### src/rtl/mem_io_responder.sv
// mem_io_responder: data-bus responder for the processor. Decodes addr[15:12]
// into a word RAM, an LED register, a one-shot down-counting timer and a
// synchronized switch port. Every read returns registered data one cycle after
// the address is presented. The processor relies on this latency for fetches
// and loads.
module mem_io_responder #(
    parameter int RAM_AW = 8,   // RAM word-address width
    parameter int SW_W   = 10,  // switch input width
    parameter int LED_W  = 10   // LED register width
) (
    input  logic             clk,
    input  logic             reset_n,
    input  logic [15:0]      addr,
    input  logic [15:0]      dout,
    input  logic             w,
    output logic [15:0]      din,
    input  logic [SW_W-1:0]  sw,
    output logic [LED_W-1:0] ledr
);

    // Region codes taken from addr[15:12]. Codes 0x4..0xF are unmapped.
    localparam logic [3:0] REG_RAM = 4'h0;
    localparam logic [3:0] REG_LED = 4'h1;
    localparam logic [3:0] REG_TMR = 4'h2;
    localparam logic [3:0] REG_SW  = 4'h3;

    localparam int RAM_DEPTH = 1 << RAM_AW;

    // ------------------------------------------------------------------
    // Address decode
    // ------------------------------------------------------------------
    logic [3:0]        region;
    logic [RAM_AW-1:0] ram_idx;
    logic              sel_ram;
    logic              sel_led;
    logic              sel_tmr;
    logic              sel_sw;

    assign region  = addr[15:12];
    assign ram_idx = addr[RAM_AW-1:0];
    assign sel_ram = (region == REG_RAM);
    assign sel_led = (region == REG_LED);
    assign sel_tmr = (region == REG_TMR);
    assign sel_sw  = (region == REG_SW);

    // The RAM index uses the low bits and the timer uses only addr[0]. The
    // bits between them alias by design.
    logic unused_addr_bits;
    assign unused_addr_bits = ^addr[11:RAM_AW];

    // Write strobes. Each one targets exactly one region.
    logic ram_we;
    logic led_we;
    logic tmr_load;
    logic tmr_clr;

    assign ram_we   = w && sel_ram;
    assign led_we   = w && sel_led;
    assign tmr_load = w && sel_tmr && !addr[0];
    assign tmr_clr  = w && sel_tmr &&  addr[0] && dout[0];

    // ------------------------------------------------------------------
    // Word RAM
    // ------------------------------------------------------------------
    logic [15:0] mem_q [RAM_DEPTH];
    logic [15:0] ram_rdata_q;

    // RAM write port and registered read port. The read samples the word
    // before this edge's write, so the read-first behavior comes for free.
    // NOTE: the array and its read register have no reset. Reset fans out to
    // every word and prevents block-RAM mapping. Software must not rely on
    // the power-up contents.
    always_ff @(posedge clk) begin
        if (ram_we) begin
            mem_q[ram_idx] <= dout;
        end
        ram_rdata_q <= mem_q[ram_idx];
    end

    // ------------------------------------------------------------------
    // LED, timer and switch state: next-state logic
    // ------------------------------------------------------------------
    logic [LED_W-1:0] led_q,   led_d;
    logic [15:0]      cnt_q,   cnt_d;
    logic             run_q,   run_d;
    logic             exp_q,   exp_d;
    logic [SW_W-1:0]  sync1_q, sync2_q;

    // Next state for the LED register and the timer. The order of the
    // assignments sets priority. A clear runs before the expiry, so an
    // expiry in the same cycle still sets exp. A load overrides the
    // decrement and the expiry, so a reload on the terminal cycle does not
    // set exp.
    // NOTE: every combinational output gets a default first. A path that
    // leaves a variable unassigned would infer a latch.
    always_comb begin
        led_d = led_q;
        cnt_d = cnt_q;
        run_d = run_q;
        exp_d = exp_q;

        if (led_we) begin
            led_d = dout[LED_W-1:0];
        end

        if (tmr_clr) begin
            exp_d = 1'b0;
        end

        if (tmr_load) begin
            cnt_d = dout;
            run_d = (dout != 16'd0);
        end else if (run_q) begin
            cnt_d = cnt_q - 16'd1;
            if (cnt_q == 16'd1) begin
                run_d = 1'b0;
                exp_d = 1'b1;
            end
        end
    end

    // Register the LED, the timer and the two-flop switch synchronizer.
    // NOTE: sequential state uses non-blocking assignments only. All
    // registers then update together from the values present before the
    // clock edge.
    always_ff @(posedge clk or negedge reset_n) begin
        if (!reset_n) begin
            led_q   <= '0;
            cnt_q   <= '0;
            run_q   <= 1'b0;
            exp_q   <= 1'b0;
            sync1_q <= '0;
            sync2_q <= '0;
        end else begin
            led_q   <= led_d;
            cnt_q   <= cnt_d;
            run_q   <= run_d;
            exp_q   <= exp_d;
            sync1_q <= sw;
            sync2_q <= sync1_q;
        end
    end

    assign ledr = led_q;

    // ------------------------------------------------------------------
    // Read path
    // ------------------------------------------------------------------
    // The RAM data is registered inside the RAM block, so the final mux sits
    // after the registers. A reset value for the RAM-select flag that points
    // away from the RAM makes din read zero during reset.
    logic [15:0] rd_other_d;
    logic [15:0] rd_other_q;
    logic        sel_ram_q;

    // Read mux for the non-RAM sources. It samples the state as it is before
    // this edge's updates.
    always_comb begin
        rd_other_d = 16'h0000;
        if (sel_led) begin
            rd_other_d = 16'(led_q);
        end else if (sel_tmr) begin
            rd_other_d = addr[0] ? {14'b0, run_q, exp_q} : cnt_q;
        end else if (sel_sw) begin
            rd_other_d = 16'(sync2_q);
        end
    end

    // Register the non-RAM read data and the flag that selects the RAM.
    always_ff @(posedge clk or negedge reset_n) begin
        if (!reset_n) begin
            rd_other_q <= 16'h0000;
            sel_ram_q  <= 1'b0;
        end else begin
            rd_other_q <= rd_other_d;
            sel_ram_q  <= sel_ram;
        end
    end

    assign din = sel_ram_q ? ram_rdata_q : rd_other_q;

endmodule

### config.mk
export PLATFORM = sky130hd
export DESIGN_NAME = mem_io_responder
export DESIGN_NICKNAME = d
export VERILOG_FILES = /design/src/rtl/mem_io_responder.sv
export SDC_FILE = /design/constraint.sdc
export NUM_CORES = 2
export LEC_CHECK = 0
export BUFFER_PORTS_ARGS = -buffer_cell sky130_fd_sc_hd__buf_2
export CORE_ASPECT_RATIO = 1.1
export CORE_MARGIN = 8
export CORE_UTILIZATION = 55
export DETAILED_ROUTE_END_ITERATION = 8
export PLACE_DENSITY = 0.7
export SYNTH_ARGS = -nofsm -noshare
export SYNTH_HDL_FRONTEND = slang
export SYNTH_SLANG_ARGS = --single-unit
### constraint.sdc
create_clock -name clk -period 4.2 [get_ports clk]
set_input_delay 0.21 -clock clk [delete_from_list [all_inputs] [get_ports clk]]
set_output_delay 0.21 -clock clk [all_outputs]
set_load 0.1 [all_outputs]
# After elaboration in Yosys (flattened, before gate mapping)
# Memories as Yosys holds them, arrays and structs flattened. A register that Yosys moved wholly into a read port is not among the register bits.
# Cells that the tools add are included.
# word_totals
latchBits,0
inputBits,45
rom_bits,0
regBits,65
word_cells,40
output_inout_bits,26
mem_count,1
ramBits,4096
# mem_list
memory,words,word_bits,read_ports,rd_ports_with_merged_regs,wr,line_no,rtl
mem_q,256,16,1,1,1,65,logic [15:0] mem_q [RAM_DEPTH];
# op_classes
bitwise,0
eq_ne,4
multipliers,0
shift,0
n_reduce_logical,10
add_sub_neg,1
order_cmp,0
n_mux,16
div_mod_pow,0
# op_table
op,count
16-bit two-way mux,6
16-bit by 1-bit equality test with 1-bit output (second input constant),1
16-bit nonzero test,1
16-bit by 1-bit subtractor with 16-bit output (second input constant),1
10-bit two-way mux,1
1-bit two-way mux,9
4-bit by 2-bit equality test with 1-bit output (second input constant),2
1-bit logical AND,6
4-bit by 1-bit equality test with 1-bit output (second input constant),1
4-bit logical NOT,1
2-bit nonzero test,1
1-bit logical NOT,1

# Depth between registers and ports, before layout
# depth
ltp_word,8
depth_mapped,9
ltp_nobuf,7

# Worst setup path before layout
# No wires, ideal clock.
# synth_path
path_type,input-to-reg
from,in addr[1]
to,mem mem_q[198][10] (enable)
n_path_buf,5
slack_ns,1.465
arrival_time_ns,2.347
path_stages,8
required_ns,3.812
cell_sequence,buf_2 buf_2 clkbuf_1 buf_2 nor2b_1 nand2_1 clkbuf_1 nor2_1
# synth_lines
element,line_no,rtl
start: declaration,13,"input logic [15:0] addr,"
end: declaration,65,
# Straight into the memory's write port.

# Worst setup path in the final report
# layout_path
from,in addr[12]
to,mem mem_q[102][15] (enable)
# layout_via
elab_chain_cells,4
# layout_lines
element,line_no,rtl
4-bit logical NOT,41,assign sel_ram = (region == REG_RAM);
net sel_ram,34,logic sel_ram;
1-bit logical AND,57,assign ram_we = w && sel_ram;
1-bit two-way mux,74,if (ram_we) begin
1-bit two-way mux (implied by the code),75,mem_q[ram_idx] <= dout;
# The timed path passes the listed nets, and every way through them passes these cells.

==> flow_summary_export.csv <==
group,metric,value,unit
outcome,outcome,"complete, no violations",
synthesis,synth_seq_cells,4177,
critical_path,path_delay_family,"buffers and inverters",
global_route,grt_max_degree,139,
sta,fin_ws,575,ps
critical_path,r2r_setup_slack,1640,ps
sta,finalCritPeriodShare,86.3,%
placement,gp_congestion,0.861,
critical_path,r2r-end,"ram_rdata_q[7]",
sta,setup-tns-final,0,ps
synthesis,ys.warnings.count,0,
global_route,grt_pass1_wl,555,mm
synthesis,synth_area_leaders,"edfxtp_1, mux4_2, a22oi_1",
global_route,grt_pass1_vias,77300,
critical_path,worstSetupEndpointType,"flip-flop",
worst_hold_path,hold_path.class,"input port to flip-flop",
sta,layout_min_cycle_time,3620,ps
critical_path,cp-start-kind,"input port",
global_route,gr-total-overflow,0,
sta,fmax,276,MHz
floorplanning,die_h,578,µm
floorplanning,core,286000,µm²
sta,hold_viol,0,
cells_and_area,final_cells,11700,
cells_and_area,drive_gt1_share,29.0,%
route,first_pass_iters,6,
clocking,insertion_delay,920,ps
critical_path,rr_worst_depth,5,
floorplanning,die_width,527,µm
cells_and_area,layout_commonest_cell,"edfxtp_1",
worst_hold_path,hold_depth,5,
sta,finClkSkew,67.3,ps
clocking,cts_tree,"built",
floorplanning,die_area,304000,µm²
critical_path,crit-reg2reg-launch,"mem_q[75][7]",
critical_path,path_buf_inv,6,
floorplanning,num_io_pins,71,
route,finalWirelength,387,mm
power_and_ir_drop,p_leak,56.3,nW
critical_path,crit_type,"input port to flip-flop",
clocking,clockBufferDepth,4,
placement,place_ws,656,ps
flow_run,maxCapViolCount,0,
placement,hpwl,226,mm
sta,rsz0062_at_grt,"no",
sta,fin_hold_ws,88.6,ps
critical_path,worstPathCellList,"dlygate4sd3_1, buf_2, nor4_1, dlygate4sd3_1, buf_4, nand2_1, nor3b_1, buf_4, nand2_1, nor2_1, buf_4",
route,ant_nets,0,
clocking,clkTransAtPathRegs,60,ps
synthesis,synth_top_area_share,77.9,%
cells_and_area,utilization,63.0,%
critical_path,slowest_delay,730,ps
power_and_ir_drop,vdd_drop_max,0.330,mV
sta,slew_violations,0,
synthesis,syn_area_per_cell,22.7,µm²
cells_and_area,final_cell_mix,"edfxtp_1, mux4_2, a22oi_1, buf_4, clkbuf_16",
route,wl_per_cell,33.1,µm
critical_path,worstPathMaxFanout,16,
clocking,cts.sinks,4177,
cells_and_area,final_nets,7669,
critical_path,path_common_cell,"buf_4",
critical_path,crit_required,4800,ps
sta,tightestPinTransition,1150,ps
synthesis,seq_area_frac_synth,79.2,%
clocking,numCtsBuffers,397,
placement,io_buffers,66,
cells_and_area,area_growth_syn_to_layout,14.0,%
sta,setup-violations-final,0,
placement,place_inst,10900,
clocking,clock-root-buffer,"clkbuf_16",
global_route,grt_antenna_before_repair,15,
clocking,cts.repair.resized,0,
route,drcViolationCount,0,
route,routed_via_density,6.56,
route,first_iter_violations,10600,
critical_path,worstPathArrival,4230,ps
route,vias,76700,
synthesis,synth_cell_types,36,
global_route,track_usage,25.1,%
synthesis,syn_nets,6997,
sta,relSlewSlack,23.6,%
power_and_ir_drop,cellPowerDensity,473,nW/µm²
synthesis,yosysTopAreaCell,"edfxtp_1",
clocking,htree_num_levels,5,
synthesis,syn_inst,6950,
worst_hold_path,min-delay-start,"addr[6]",
worst_hold_path,min_to,"ram_rdata_q[1]",
floorplanning,rows,206,
synthesis,synthesis.area,158000,µm²
critical_path,cp_slowest_cell,"nor2_1",
floorplanning,start_util,55.2,%
-- repair_timing --
| item | in CTS | in global routing |
|---|---|---|
| endpoints found under the hold margin | 1422 | 0 |
| buffers inserted | 0 | 0 |
| hold buffers | 50 | 0 |
-- stage by stage --
| step | power (mW) | area (µm²) |
|---|---|---|
| after floorplan | 49.0 | 158000 |
| after global placement | 51.0 | 167000 |
| after detailed placement | 51.1 | 167000 |
| after CTS | 85.5 | 180000 |
| after global routing | 87.2 | 180000 |
| final | 85.1 | 180000 |
-- power by group --
| part | leakage [nW] | internal (mW) | switching (mW) |
|---|---|---|---|
| Sequential | 37.7 | 45.9 | 0.132 |
| Clock | 6.13 | 19.9 | 14.9 |
| Combinational | 12.4 | 1.47 | 2.77 |
| Total | 56.3 | 67.2 | 17.8 |
-- worst min-delay path, stage by stage --
cell	delay (ps)
buf_2	150
nor2b_2	260
o41ai_1	100
buf_4	140
nand4_1	90
-- cell families (layout without fill, tap and decap cells) --
logic type,count (synthesis),in the layout,synth area share [%]
AOI/OAI and AO/OA,873,873,3.74
buffers and inverters,425,1410,1.11
other,0,17,0
and+or+nand+nor,406,406,1.08
xor gates and xnor gates,14,14,0.0777
muxes,1053,1053,14.8
adders and majority gates,2,2,0.0159
DFF,4177,4177,79.2
-- area by class of cell --
cell class,count,area [µm²]
diodes,17,42.5
clock buffers,488,10500
clock inverters,224,2050
fillers,18500,106000
inverters,3,11.3
multi-input cells,2348,31500
flip-flops and latches,4177,125000
well taps,3744,4680
repair buffers,695,6260
-- layer usage --
metal	vias up	GRT usage, %	share of wire (%)
met5	-	0	0.012
met4	6	10.5	4.6
met3	697	4.61	9.3
met2	4073	40.5	49
met1	40800	34.4	37
li1	31100	-	-
-- sequential cells by signal, summed over array words and instances, names as in the netlist --
name / count
mem_q: 4096
cnt_q: 16
ram_rdata_q: 16
rd_other_q: 16
ledr: 10
sync1_q: 10
sync2_q: 10
exp_q: 1
run_q: 1
sel_ram_q: 1
-- worst max-delay path by stage --
| stage | startpoint | endpoint | cells after the start |
|---|---|---|---|
| 2_1_floorplan | addr[1] | mem_q[198][0] | 8 |
| 3_3_place_gp | addr[0] | ram_rdata_q[7] | 9 |
| 3_5_place_dp | addr[0] | ram_rdata_q[7] | 9 |
| 4_1_cts | addr[12] | mem_q[106][6] | 11 |
| 5_1_grt | addr[12] | mem_q[106][6] | 11 |
| 6_report | addr[12] | mem_q[102][15] | 11 |
-- synth_stat cells --
| library cell | number |
|---|---|
| buf_2 | 101 |
| a21oi_1 | 280 |
| xor2_1 | 5 |
| nor3b_1 | 3 |
| nor4b_1 | 1 |
| mux4_2 | 1024 |
| and4_1 | 2 |
| edfxtp_1 | 4096 |
| xnor2_1 | 9 |
| or3b_2 | 1 |
| nand3b_1 | 1 |
| nand2b_1 | 2 |
| or2_2 | 1 |
| dfxtp_1 | 16 |
| clkbuf_1 | 253 |
| nand2_1 | 47 |
| nor2_1 | 289 |
| buf_1 | 58 |
| or4_1 | 1 |
| dfrtp_1 | 65 |
| nand4_1 | 16 |
| o21ai_0 | 14 |
| ha_1 | 2 |
| nor2b_1 | 6 |
| nand3_1 | 7 |
| o41ai_1 | 64 |
| or3_1 | 3 |
| mux2_2 | 29 |
| or4b_2 | 1 |
| buf_4 | 10 |
| a22oi_1 | 514 |
| nor3_1 | 8 |
| and2_1 | 8 |
| nor4_1 | 9 |
| o21a_1 | 1 |
| inv_1 | 3 |
No activity file was read; power rests on OpenSTA's default activity.
